===== src/rtl/sample_sequencer.sv =====
// SPI-framed coefficient loader and sample sequencer feeding a 3-tap FIR.
// Optional filter watchdog enabled by defining SEQ_WATCHDOG_EN.
module sample_sequencer #(
  parameter int SYNC_STAGES    = 2,
  parameter int TIMEOUT_CYCLES = 255
) (
  input  logic        clk,
  input  logic        reset,
  input  logic        ss_n,
  input  logic [9:0]  rx_word,
  input  logic        coef_reload,
  input  logic [9:0]  filtered,
  input  logic        filt_done,
  output logic [29:0] coef,
  output logic        coef_valid,
  output logic [9:0]  sample,
  output logic        sample_valid,
  output logic [9:0]  tx_word,
  output logic        busy,
  output logic        overrun,
  output logic        timeout
);

  typedef enum logic [1:0] {COEF, STREAM, PROC} state_t;

  state_t                 state, state_nxt;
  logic [SYNC_STAGES-1:0] ss_sync;
  logic                   ss_d;
  logic                   fe;
  logic [1:0]             idx;
  logic                   wd_exp;

  // Flops preset to 1 so a reset release with ss_n high never looks like a frame end.
  always_ff @(posedge clk or negedge reset) begin
    if (!reset) begin
      ss_sync <= '1;
      ss_d    <= 1'b1;
    end else begin
      ss_sync <= {ss_sync[SYNC_STAGES-2:0], ss_n};
      ss_d    <= ss_sync[SYNC_STAGES-1];
    end
  end

  assign fe = ss_sync[SYNC_STAGES-1] & ~ss_d;

`ifdef SEQ_WATCHDOG_EN
  localparam int WD_W = $clog2(TIMEOUT_CYCLES + 1);
  logic [WD_W-1:0] wd_cnt;

  // Held at zero outside PROC, so it starts cleared on every PROC entry.
  always_ff @(posedge clk or negedge reset) begin
    if (!reset)             wd_cnt <= '0;
    else if (state != PROC) wd_cnt <= '0;
    else                    wd_cnt <= wd_cnt + 1'b1;
  end

  assign wd_exp = (state == PROC) && !filt_done &&
                  (wd_cnt == WD_W'(TIMEOUT_CYCLES - 1));

  always_ff @(posedge clk or negedge reset) begin
    if (!reset)           timeout <= 1'b0;
    else if (coef_reload) timeout <= 1'b0;
    else if (wd_exp)      timeout <= 1'b1;
  end
`else
  logic unused_wd;
  assign unused_wd = ^{10'(TIMEOUT_CYCLES)};
  assign wd_exp    = 1'b0;
  assign timeout   = 1'b0;
`endif

  always_ff @(posedge clk or negedge reset) begin
    if (!reset) state <= COEF;
    else        state <= state_nxt;
  end

  always_comb begin
    state_nxt = state;
    case (state)
      COEF:    if (fe && idx == 2'd2)     state_nxt = STREAM;
      STREAM:  if (fe)                    state_nxt = PROC;
      PROC:    if (filt_done || wd_exp)   state_nxt = STREAM;
      default:                            state_nxt = COEF;
    endcase
    if (coef_reload) state_nxt = COEF;
  end

  assign busy = (state == PROC);

  // Reload wins over everything; coef fields keep old contents until rewritten.
  always_ff @(posedge clk or negedge reset) begin
    if (!reset) begin
      idx          <= 2'd0;
      coef         <= '0;
      coef_valid   <= 1'b0;
      sample       <= '0;
      sample_valid <= 1'b0;
      tx_word      <= '0;
      overrun      <= 1'b0;
    end else begin
      sample_valid <= 1'b0;
      if (coef_reload) begin
        idx        <= 2'd0;
        coef_valid <= 1'b0;
        overrun    <= 1'b0;
      end else begin
        case (state)
          COEF: if (fe) begin
            coef[10*idx +: 10] <= rx_word;
            if (idx == 2'd2) begin
              idx        <= 2'd0;
              coef_valid <= 1'b1;
            end else begin
              idx <= idx + 2'd1;
            end
          end
          STREAM: if (fe) begin
            sample       <= rx_word;
            sample_valid <= 1'b1;
          end
          PROC: begin
            if (fe)             overrun <= 1'b1;
            if (filt_done)      tx_word <= filtered;
            else if (wd_exp)    tx_word <= 10'h3FF;
          end
          default: ;
        endcase
      end
    end
  end

endmodule


===== config.mk =====
export PLATFORM = sky130hd
export DESIGN_NAME = sample_sequencer
export DESIGN_NICKNAME = d
export VERILOG_FILES = /design/src/rtl/sample_sequencer.sv
export SDC_FILE = /design/constraint.sdc
export NUM_CORES = 1
export LEC_CHECK = 0
export CORE_ASPECT_RATIO = 0.75
export CORE_UTILIZATION = 32
export CTS_BUF_LIST = sky130_fd_sc_hd__clkbuf_8
export DETAILED_ROUTE_END_ITERATION = 10
export GPL_TIMING_DRIVEN = 0
export PLACE_DENSITY_LB_ADDON = 0.05
export RECOVER_POWER = 100
export SYNTH_ARGS = -nofsm -noshare
export SYNTH_HDL_FRONTEND = slang
export SYNTH_SLANG_ARGS = --single-unit

===== constraint.sdc =====
create_clock -name clk -period 3.6 [get_ports clk]
set_clock_uncertainty 0.2 [all_clocks]
set_input_delay 0.72 -clock clk [delete_from_list [all_inputs] [get_ports clk]]
set_output_delay 0.72 -clock clk [all_outputs]
set_load 0.1 [all_outputs]

Word-level counts from Yosys, hierarchy flattened
Cells that the tools add are included.
{ "op_classes": {"add_sub_neg": 2, "n_reduce_logical": 13, "n_mul": 1, "n_eq_ne": 6, "bitwise": 3, "shift": 2, "n_mux": 20} }
{ "ops": {"columns": ["cell", "n"], "rows": [
  ["negation 6 -> 34 bit", 1],
  ["variable shift 10 x 34 -> 30 bit, first input constant", 1],
  ["variable part select 10 x 34 -> 30 bit", 1],
  ["bitwise mux 30 bit", 1],
  ["two-way mux 2 bit", 8],
  ["AND reduction 3 bit", 5],
  ["two-way mux 1 bit", 10],
  ["inequality test 3 bit, second input constant", 3],
  ["nonzero test 2 bit", 4],
  ["case mux 2 bit (3 select lines)", 1],
  ["multiplier 3 x 2 -> 5 bit, first input constant", 1],
  ["== test 2 bit, second input constant", 2],
  ["AND reduction 2 bit", 2],
  ["adder 2 x 1 -> 2 bit, second input constant", 1],
  ["== test 2 x 1 -> 1 bit, second input constant", 1],
  ["logical NOT 2 bit", 1],
  ["NOT 1 bit", 2],
  ["AND 1 bit", 1],
  ["logical AND 1 bit", 1]
]} }
{ "word_totals": {"out_inout_bits": 55, "in_bits": 25, "reg_bits": 60, "wordCells": 57} }

Logic depth before layout (Yosys ltp)
Gate-level depths: netlist of the first run.
{ "depth": {"word_depth": 6, "depth_mapped": 10, "mapped_depth_nobuf": 6} }

Least setup slack after synthesis of the first run
OpenSTA, ideal clock, no wires.
{ "synth_path": {"path_kind": "reg2out", "from": "reg state[1]", "to": "out busy", "path_stages_with_launch": 3, "t_required_ps": 2680, "arrival_ps": 1793, "slack_ps": 887, "n_path_buf": 0, "path_cell_list": "dfrtp_1 > inv_1 > nor2_1"} }
{ "synth_between": {"elab_chain_cells": 1} }
{ "synth_rtl": {"columns": ["element", "line_no", "source"], "rows": [
  ["start, declared", "26", "state_t state, state_nxt;"],
  ["start signal, assigned", "74", "else state <= state_nxt;"],
  ["== test 2 bit", "88", "assign busy = (state == PROC);"],
  ["end, declared", "19", "output logic busy,"]
]} }
No other way between the ends.

Worst setup path in the final report of the first run
{ "layout_path": {"from": "reg idx[0]", "to": "reg coef[15]"} }
{ "layout_between": {"elab_chain_cells": 4, "elab_cells_between_ends": 5, "cone_classes": "add/sub (1); mul (1); shift (2); mux (1)"} }
{ "layout_rtl": {"columns": ["element", "line_no", "source"], "rows": [
  ["start, declared", "30", "logic [1:0] idx;"],
  ["start signal, assigned", "114", "idx <= idx + 2'd1;"],
  ["multiplier 3 x 2 -> 5 bit (*)", "109", "coef[10*idx +: 10] <= rx_word;"],
  ["negation 6 -> 34 bit (*)", "109", null],
  ["variable part select 10 x 34 -> 30 bit or variable shift 10 x 34 -> 30 bit (tied branches)", "109", null],
  ["bitwise mux 30 bit (*)", "109", null],
  ["end signal, assigned by index", "109", null],
  ["end, declared", "14", "output logic [29:0] coef,"]
]} }
Every way passes the cells marked *; elsewhere a longest branch is shown, timed or not.
A chain may end at the register's enable or synchronous reset.

==> out/qor.yml, run 1 <==
grt_pass1_vias: 2305
setup_slack_ns: 0.320
ys_types: 46
grt_max_degree: 61
yosys_warnings: 0
max_slew.worst_pin.slew_ns: 1.51
io_pins: 80
nets: 387
clockRootBuffer: "clkbuf_8"
vias_per_cell: 4.86
maxCapViolations: 1
rows: 30
ys_seq_area_share_pct: 49.4
numCtsBuffers: 9
worstSetupPathType: "reg -> reg"
startpoint: "idx[0]$_DFFE_PN0P_"
h-tree-depth: 3
start_kind: "flip-flop"
grt_pass1_wl_mm: 12.3
outcome: "finished with violations"
place_congestion: 0.865
routedWlPerCell_um: 15.6
ys_ff_latch: 60
grt-ovfl-total: 0
die_height_um: 86.5
final_layout_size_suffix_gt1_share_pct: 18.8
cts_buffer_depth: 2
synth_nets: 298
grtUsageTotal_pct: 16.7
drtIter0Drc: 133
antenna_found_initial: 0
final_common_cell: "dfrtp_1"
postSynthCellCount: 268
slew_headroom_pct: -0.748
area_growth_pct: 36.7
first_pass_iters: 4
core_area_um2: 9160
port-buffer-count: 78
hp-start: "ss_sync[0]$_DFF_PN1_"
dpl.hpwl_mm: 5.56
drt-total-wl_mm: 7.66
synth_flop_cell: "dfrtp_1"
clkLatencyLatePin_ns: 0.33
fin_area_um2: 4170
max-vdd-ir-drop_v: 0.000230
total_power_mw: 2.10
avgSynthCellArea_um2: 11.4
dpl_cell_area_um2: 3990
failed_checks: "max-capacitance violations, max-slew violations"
die_w_um: 115
die_area_um2: 9920
initial_core_util_pct: 33.3
clock-sinks: 60
vias: 2380
postCtsHoldBufs: 0
drc: 0
end_kind: "flip-flop"
hp-class: "reg -> reg"
p_leak_nw: 1.93
clk_pin_slew_ns: 0.07
synth.cell_area_um2: 3050
finalSetupViolCount: 0
slew_viol_final: 60
rsz0062_at_grt: "false"
r2r_start: "idx[0]$_DFFE_PN0P_"
async_flop_share_pct: 100
fillerInstances: 928
final_cell_mix: "57 x dfrtp_1, 56 x dlygate4sd3_1, 31 x nand2_1"
antenna_cells: 0
postCtsSetupRepairBufs: 0
cts.repair.resized: 0
drt.antenna.violating_nets: 0
crit_required_ns: 3.62
arrival_ns: 3.30
fin_crit_sh_pct: 91.1
hold_violations: 0
period_minus_slack_ns: 3.28
setup_tns_ns: 0
cts_tree: "built"
post-place-ws_ns: 0.357
p_per_area_nw_per_um2: 505
fmaxAchievable_mhz: 305
synth-edff-count: 0
crit_fanout: 10
-- Yosys cell counts, types with 5 or more instances --
master    number  area, um2
buf_2          5       25.0
clkbuf_1       6       22.5
o21ai_2        8       70.1
mux2i_1        5       50.1
o21ai_0        8       40.0
nand4_1        6       37.5
dfrtp_1       57       1430
nor2b_1        5       31.3
nand3_1       10       50.1
nand2_1       31        116
mux2_2        24        270
a31oi_1        6       37.5
nor2_1        20       75.1
ha_1           5       62.6
-- critical path, cell delays in order (launching register included) --
cell,delay (ns)
dfrtp_1,0.35
buf_4,0.18
buf_6,0.15
buf_2,0.23
inv_1,0.18
ha_1,0.44
buf_4,0.22
and3b_1,0.19
a311oi_1,0.52
o21ai_0,0.23
a22o_2,0.26
-- cells by family after synthesis --
kind of cell,share of synthesized area (%)
AO/OA/AOI/OAI,12.4
adder cells (fa/ha/maj),2.05
buffers and inverters,4.39
flip-flops,49.4
multiplexers,13.5
other,0.123
AND/OR/NAND/NOR,18.2
-- layer usage --
layer  vias up  global-route usage, %  part of all wire (%)
met3         2                   5.38                   7.4
met5         -                      0                     0
li1       1152                      -                     -
met4         0                   4.96                  0.38
met1      1158                   24.5                    51
met2        68                   23.3                    42
-- state kept, by name, indices dropped and copies added (netlist names) --
name and cells:
idx 2, coef_valid 1, overrun 1, ss_d 1
sample 10, coef 30, state 2, ss_sync 2
tx_word 10, sample_valid 1
-- area by class of cell --
type | count | area (um2) | share of cell area (%)
Buffer | 19 | 116 | 2.79
Clock buffer | 10 | 138 | 3.30
Clock inverter | 6 | 80.1 | 1.92
Inverter | 4 | 15.0 | 0.360
Multi-Input combinational cell | 185 | 1380 | 33.0
Sequential cell | 60 | 1510 | 36.1
Tap cell | 128 | 160 | 3.85
Timing Repair Buffer | 78 | 776 | 18.6
-- report_power, final --
group          switching, mW  internal, mW  leakage (nW)
registers             0.0252         0.727         0.796
logic                  0.520         0.167          1.02
clock network          0.262         0.402         0.115
-- path summary, 6_finish.rpt --
| kind | slack, ns | cells past startpoint | endpoint |
|---|---|---|---|
| max | 0.32 | 10 | coef[15]$_DFFE_PN0P_ |
| min | 0.16 | 0 | ss_sync[1]$_DFF_PN1_ |
| max reg2reg | 0.32 | 10 | coef[15]$_DFFE_PN0P_ |
| max in group asynchronous | 1.73 | 1 | coef[29]$_DFFE_PN0P_ |
| min reg2reg | 0.16 | 0 | ss_sync[1]$_DFF_PN1_ |
| min in group asynchronous | 0.53 | 1 | coef[25]$_DFFE_PN0P_ |
-- per-stage QoR --
stage          cells  utilization (%)  hold slack, ns
6_report         490             45.5           0.163
5_1_grt          490             45.5           0.170
4_1_cts          490             45.9           0.159
3_5_place_dp     474             43.5           0.149
3_3_place_gp     474             43.5           0.146
2_1_floorplan    268                -           0.145
(Power assumes the default switching activity.)
==> run 2, diff against run 1 <==
--- a/config.mk
+++ b/config.mk
@@ -5,6 +5,7 @@
 export SDC_FILE = /design/constraint.sdc
 export NUM_CORES = 1
 export LEC_CHECK = 0
+export ABC_AREA = 1
 export CORE_ASPECT_RATIO = 0.75
 export CORE_UTILIZATION = 32
 export CTS_BUF_LIST = sky130_fd_sc_hd__clkbuf_8
@@ -12,6 +13,7 @@
 export GPL_TIMING_DRIVEN = 0
 export PLACE_DENSITY_LB_ADDON = 0.05
 export RECOVER_POWER = 100
+export REMOVE_ABC_BUFFERS = 1
 export SYNTH_ARGS = -nofsm -noshare
 export SYNTH_HDL_FRONTEND = slang
 export SYNTH_SLANG_ARGS = --single-unit
==> out/qor.yml, run 2 <==
outcome: "complete, no violations"
wl_met1_mm: 4.63  # +20%
fin_crit_sh_pct: 86.0  # -5.1 points
fmaxAchievable_mhz: 323  # +6.0%
max_slew.worst_pin.slew_ns: 1.48  # -0.0274 ns
finalSetupViolCount: 0  # unchanged
crit_required_ns: 3.69  # +0.07 ns
vias: 3008  # +26%
clockRootBuffer: "clkbuf_8"
maxCapViolations: 0  # -1
dpl_cell_area_um2: 4090  # +2.7%
synth_flop_cell: "dfrtp_1"
cts_buffer_depth: 2  # unchanged
rows: 31  # +3.3%
end_kind: "flip-flop"
synth-edff-count: 0  # unchanged
largest_register_ffs: 30  # unchanged
p_leak_nw: 2.25  # +17%
vias_per_cell: 4.71  # -3.1%
drt-total-wl_mm: 8.86  # +16%
port-buffer-count: 78  # unchanged
arrival_ns: 3.18  # -0.12 ns
final_layout_size_suffix_gt1_share_pct: 8.88  # -9.9 points
setup_tns_ns: 0  # unchanged
synth_commonest_cells: "185 x nand2_1, 57 x dfrtp_1, 56 x nand3_1"
rsz0062_at_grt: "false"
synth.cell_area_um2: 3290  # +8.0%
antenna_found_initial: 0  # unchanged
drc: 0  # unchanged
grt-ovfl-total: 0  # unchanged
core_area_um2: 9810  # +7.1%
worstSetupPathType: "reg -> reg"
fillerInstances: 1015  # +9.4%
clkLatencyLatePin_ns: 0.35  # +0.02 ns
io_pins: 80  # unchanged
r2r_start: "idx[0]$_DFFE_PN0P_"
hold_end: "ss_sync[1]$_DFF_PN1_"
total_power_mw: 3.15  # +50%
final_common_cell: "nand2_1"
initial_core_util_pct: 33.5  # +0.27 points
period_minus_slack_ns: 3.10  # -0.185 ns
rr_worst_depth: 7  # -3
final_cell_mix: "187 x nand2_1, 57 x nand3_1, 56 x dfrtp_1, 56 x dlygate4sd3_1, 26 x inv_1"
hp-class: "reg -> reg"
yosys_warnings: 0  # unchanged
reg_top3: "coef (30), sample (10), tx_word (10)"
synth_area_leaders: "dfrtp_1 43%, nand2_1 21%, nand3_1 8.5%"
routed-wl-met3_um: 537  # -5.3%
r2r_end: "coef[15]$_DFFE_PN0P_"
grt_max_degree: 61  # unchanged
yosysMostFrequentCell: "nand2_1"
clock-sinks: 60  # unchanged
crit_fanout: 26  # +16
drt.antenna.violating_nets: 0  # unchanged
regMostFlops: "coef"
ys_types: 29  # -37%
nets: 532  # +37%
async_flop_share_pct: 100  # unchanged
ff2ff_setup_slack_ns: 0.50  # +0.18 ns
die_height_um: 89.8  # +3.8%
hp-start: "ss_sync[0]$_DFF_PN1_"
avgSynthCellArea_um2: 7.60  # -33%
netlist.area_leader.share_pct: 43.3  # -3.5 points
fin_area_um2: 4280  # +2.8%
wl_met2_mm: 3.59  # +12%
slew_viol_final: 0  # -100%
hold-worst-slack_ns: 0.163  # -0.0000540 ns
ys_seq_area_share_pct: 45.7  # -3.7 points
hold_violations: 0  # unchanged
die_w_um: 119  # +3.9%
slew_headroom_pct: 1.08  # +1.8 points
grt_pass1_wl_mm: 15.4  # +25%
routed.top_layer: "met4"
min_path_cells: 0  # unchanged
grtUsageTotal_pct: 18.5  # +1.8 points
clk_pin_slew_ns: 0.07  # about the same
p_per_area_nw_per_um2: 735  # +45%
drtIter0Drc: 135  # +1.5%
cts_tree: "built"
yosys.area.top_type: "dfrtp_1"
h-tree-depth: 3  # unchanged
place_congestion: 0.860  # -0.58%
start_kind: "flip-flop"
post-route-util_pct: 43.6  # -1.9 points
die_area_um2: 10700  # +7.8%
dpl.hpwl_mm: 6.36  # +14%
first_pass_iters: 4  # unchanged
antenna_cells: 0  # unchanged
postCtsHoldBufs: 0  # unchanged
area_growth_pct: 30.1
routedWlPerCell_um: 13.9  # -11%
numCtsBuffers: 9  # unchanged
ys_ff_latch: 60  # unchanged
grt_pass1_vias: 3024  # +31%
max-vdd-ir-drop_v: 0.000455  # +98%
postSynthCellCount: 433  # +62%
==> run 2: layout make-up <==
class	count	area (um2)	area share [%]
Clock buffer	13	179	4.18
Sequential cell	60	1510	35.2
Clock inverter	3	18.8	0.438
Multi-Input combinational cell	324	1530	35.7
Tap cell	132	165	3.86
Inverter	29	109	2.54
Timing Repair Buffer	78	776	18.1
==> run 2: logic make-up after synthesis <==
logic type                 count (synthesis)  synth area share, %
and+or+nand+nor                          291                 39.7
AOI/OAI and AO/OA                         27                 4.94
adders and majority gates                  5                 1.90
other                                      1                0.114
DFF                                       60                 45.7
buffers and inverters                     49                 7.57
==> run 2: critical path, cell delays in order, from the launching register on <==
cell     delay [ns]
dfrtp_2        0.67
inv_1          0.38
ha_1           0.42
inv_2          0.33
nand2_1        0.25
nor3_4         0.46
nand3_1        0.22
nand2_1        0.09
==> run 2: report_power, final <==
| part | internal, mW | switching (mW) | total, mW |
|---|---|---|---|
| clock network | 0.324 | 0.272 | 0.595 |
| registers | 0.818 | 0.0798 | 0.898 |
| logic | 0.318 | 1.34 | 1.65 |
| total | 1.46 | 1.69 | 3.15 |
==> run 2: worst max-delay path by stage <==
| stage | start | end | slack (ns) | cells after the start |
|---|---|---|---|---|
| global placement | reset | coef[6]$_DFFE_PN0P_ | -0.45 | 1 |
| detailed placement | coef_reload | tx_word[6]$_DFFE_PN0P_ | 0.07 | 5 |
| CTS | idx[0]$_DFFE_PN0P_ | coef[11]$_DFFE_PN0P_ | 0.05 | 8 |
| floorplan | idx[0]$_DFFE_PN0P_ | coef[3]$_DFFE_PN0P_ | 0.90 | 8 |
| finish | idx[0]$_DFFE_PN0P_ | coef[15]$_DFFE_PN0P_ | 0.50 | 7 |
| global route | idx[0]$_DFFE_PN0P_ | coef[15]$_DFFE_PN0P_ | 0.18 | 7 |
==> run 2: what timing repair did <==
| action | 4_1_cts | 5_1_grt |
|---|---|---|
| hold endpoints to repair | 0 | 0 |
| resized for setup | 0 | 2 |
| buffers inserted | 0 | 0 |
| setup endpoints to repair | 0 | 28 |
==> run 2: stage by stage <==
| stage | instances | setup slack (ns) |
|---|---|---|
| after floorplan | 413 | 0.902 |
| after global placement | 623 | -0.450 |
| after detailed placement | 623 | 0.0661 |
| after CTS | 639 | 0.0458 |
| after global routing | 639 | 0.179 |
| final | 639 | 0.505 |
==> run 2: routing by layer <==
layer	track usage [%]	up-vias
met5	0	-
met4	5.06	0
met3	5.52	8
met2	26.8	87
met1	26.6	1399
li1	-	1514
==> run 3, diff against run 2 <==
--- a/config.mk
+++ b/config.mk
@@ -11,7 +11,7 @@
 export CTS_BUF_LIST = sky130_fd_sc_hd__clkbuf_8
 export DETAILED_ROUTE_END_ITERATION = 10
 export GPL_TIMING_DRIVEN = 0
-export PLACE_DENSITY_LB_ADDON = 0.05
+export PLACE_DENSITY = 0.63
 export RECOVER_POWER = 100
 export REMOVE_ABC_BUFFERS = 1
 export SYNTH_ARGS = -nofsm -noshare
==> constraint.sdc (replaced) <==
create_clock -name clk -period 3.6 [get_ports clk]
set_clock_uncertainty 0.2 [all_clocks]
set_input_delay 1.08 -clock clk [delete_from_list [all_inputs] [get_ports clk]]
set_output_delay 1.08 -clock clk [all_outputs]
set_load 0.1 [all_outputs]
==> out/qor.yml, run 3 (synthesis results as in run 2) <==
slew_headroom_pct: -8.78  # -9.9 points
hold_end: "ss_sync[1]$_DFF_PN1_"
slew_viol_final: 31  # +31
hold_violations: 0  # unchanged
clkLatencyLatePin_ns: 0.34  # about the same
area_growth_pct: 29.5
start_kind: "flip-flop"
min_path_cells: 0  # unchanged
drt.antenna.violating_nets: 0  # unchanged
fin_area_um2: 4260  # -0.47%
outcome: "finished with violations"
crit_required_ns: 2.32  # -1.37 ns
drc: 0  # unchanged
cts_tree: "built"
die_height_um: 89.8  # unchanged
crit_path_top_delay_cell: "dlygate4sd3_1"
ff2ff_setup_slack_ns: 0.34  # -0.16 ns
first_pass_iters: 5  # +1
r2r_end: "coef[4]$_DFFE_PN0P_"
drtIter0Drc: 264  # +96%
clock-sinks: 60  # unchanged
hp-start: "ss_sync[0]$_DFF_PN1_"
post-place-ws_ns: -0.136  # -0.202 ns
hold-worst-slack_ns: 0.161  # -0.00166 ns
maxCapViolations: 1  # +1
crit_family: "buffers and inverters"
arrival_ns: 2.14  # -1.04 ns
failed_checks: "max-capacitance violations, max-slew violations"
fin_crit_sh_pct: 95.0  # +9.0 points
routedWlPerCell_um: 13.8  # -0.64%
p_leak_nw: 2.23  # -0.75%
fillerInstances: 1025  # +0.99%
die_area_um2: 10700  # unchanged
drt-total-wl_mm: 8.80  # -0.64%
final_common_cell: "nand2_1"
die_w_um: 119  # unchanged
reg_top3: "coef (30), sample (10), tx_word (10)"
place_congestion: 0.856  # -0.49%
h-tree-depth: 3  # unchanged
vias_per_cell: 4.82  # +2.4%
r2r_start: "idx[0]$_DFFE_PN0P_"
initial_core_util_pct: 33.5  # unchanged
period_minus_slack_ns: 3.42  # +0.324 ns
hp-class: "reg -> reg"
crit_fanout: 6  # -77%
dpl_cell_area_um2: 4110  # +0.43%
final_layout_size_suffix_gt1_share_pct: 8.88  # unchanged
worstSetupPathType: "reg -> out"
io_pins: 80  # unchanged
clk_pin_slew_ns: 0.07  # about the same
grtUsageTotal_pct: 18.0  # -0.58 points
setup_slack_ns: 0.181  # -0.324 ns
max-vdd-ir-drop_v: 0.000560  # +23%
crit_buf_inv: 1  # -1
nets: 533  # +0.19%
end_kind: "output pin"
rows: 31  # unchanged
path_cells: "nor2_1, dlygate4sd3_1"
clockRootBuffer: "clkbuf_8"
grt_pass1_wl_mm: 15.1  # -2.0%
vias: 3081  # +2.4%
rsz0062_at_grt: "false"
max_slew.worst_pin.slew_ns: 1.63  # +0.148 ns
fmaxAchievable_mhz: 292  # -9.5%
cts_buffer_depth: 2  # unchanged
regMostFlops: "coef"
core_area_um2: 9810  # unchanged
final_cell_mix: "186 x nand2_1, 57 x dfrtp_1, 56 x nand3_1, 56 x dlygate4sd3_1, 25 x inv_1"
post-route-util_pct: 43.4  # -0.20 points
dpl.hpwl_mm: 6.53  # +2.6%
grt-ovfl-total: 0  # unchanged
largest_register_ffs: 30  # unchanged
grt_pass1_vias: 3029  # +0.17%
critPathMaxStageDelay_ns: 1.21  # +0.54 ns
antenna_found_initial: 0  # unchanged
rr_worst_depth: 9  # +2
grt_max_degree: 32  # -48%
port-buffer-count: 78  # unchanged
numCtsBuffers: 9  # unchanged
antenna_cells: 0  # unchanged
p_per_area_nw_per_um2: 730  # -0.76%
finalSetupViolCount: 0  # unchanged
run 3: cell types whose count changed in the layout (fill, tap and decap cells not counted), sizes merged:
cell	previous run	this run
clkinvlp	0	2
clkbuf	14	13
clkinv	3	2
run 3: timing repair:
item,4_1_cts,5_1_grt
hold buffers,0,0
endpoints found under the hold margin,0,0
gates resized for setup,0,1
setup endpoints to repair,0,24
setup buffers,0,0
run 3: stage by stage:
| stage | total power, mW | instances | TNS [ns] |
|---|---|---|---|
| 3_3_place_gp | 2.63 | 623 | -40.80 |
| 6_report | 3.11 | 639 | 0 |
| 4_1_cts | 3.21 | 639 | 0 |
| 5_1_grt | 3.26 | 639 | 0 |
| 3_5_place_dp | 2.64 | 624 | -1.22 |
| 2_1_floorplan | 2.21 | 413 | 0 |
run 3: per-layer routing:
metal / routed length (um) / track usage, % / up-vias / part of all wire, %
met5: 0 / 0 / - / 0
met4: 119 / 5.91 / 0 / 1.4
met3: 935 / 6.22 / 13 / 11
met2: 3580 / 25.4 / 137 / 41
met1: 4160 / 25.3 / 1415 / 47
li1: - / - / 1516 / -
run 3: power by group:
group	leakage [nW]	switching (mW)	internal, mW
clock network	0.0872	0.266	0.281
logic	1.37	1.34	0.318
registers	0.775	0.0815	0.818
total	2.23	1.69	1.42
run 3: worst max path at each step:
stage / start / depth (start not counted) / end
2_1_floorplan: state[0]$_DFFE_PN0P_ / 1 / busy
3_3_place_gp: reset / 1 / tx_word[6]$_DFFE_PN0P_
3_5_place_dp: coef_reload / 5 / tx_word[8]$_DFFE_PN0P_
4_1_cts: idx[0]$_DFFE_PN0P_ / 8 / coef[11]$_DFFE_PN0P_
5_1_grt: idx[0]$_DFFE_PN0P_ / 7 / coef[18]$_DFFE_PN0P_
6_report: state[0]$_DFFE_PN0P_ / 2 / busy
run 3: cell type report:
cell class / instances / area (um2) / share of cell area (%)
Clock buffer: 11 / 151 / 3.55
Clock inverter: 4 / 25.0 / 0.587
Inverter: 29 / 109 / 2.56
Multi-Input combinational cell: 324 / 1530 / 35.8
Sequential cell: 60 / 1510 / 35.3
Tap cell: 132 / 165 / 3.88
Timing Repair Buffer: 79 / 779 / 18.3
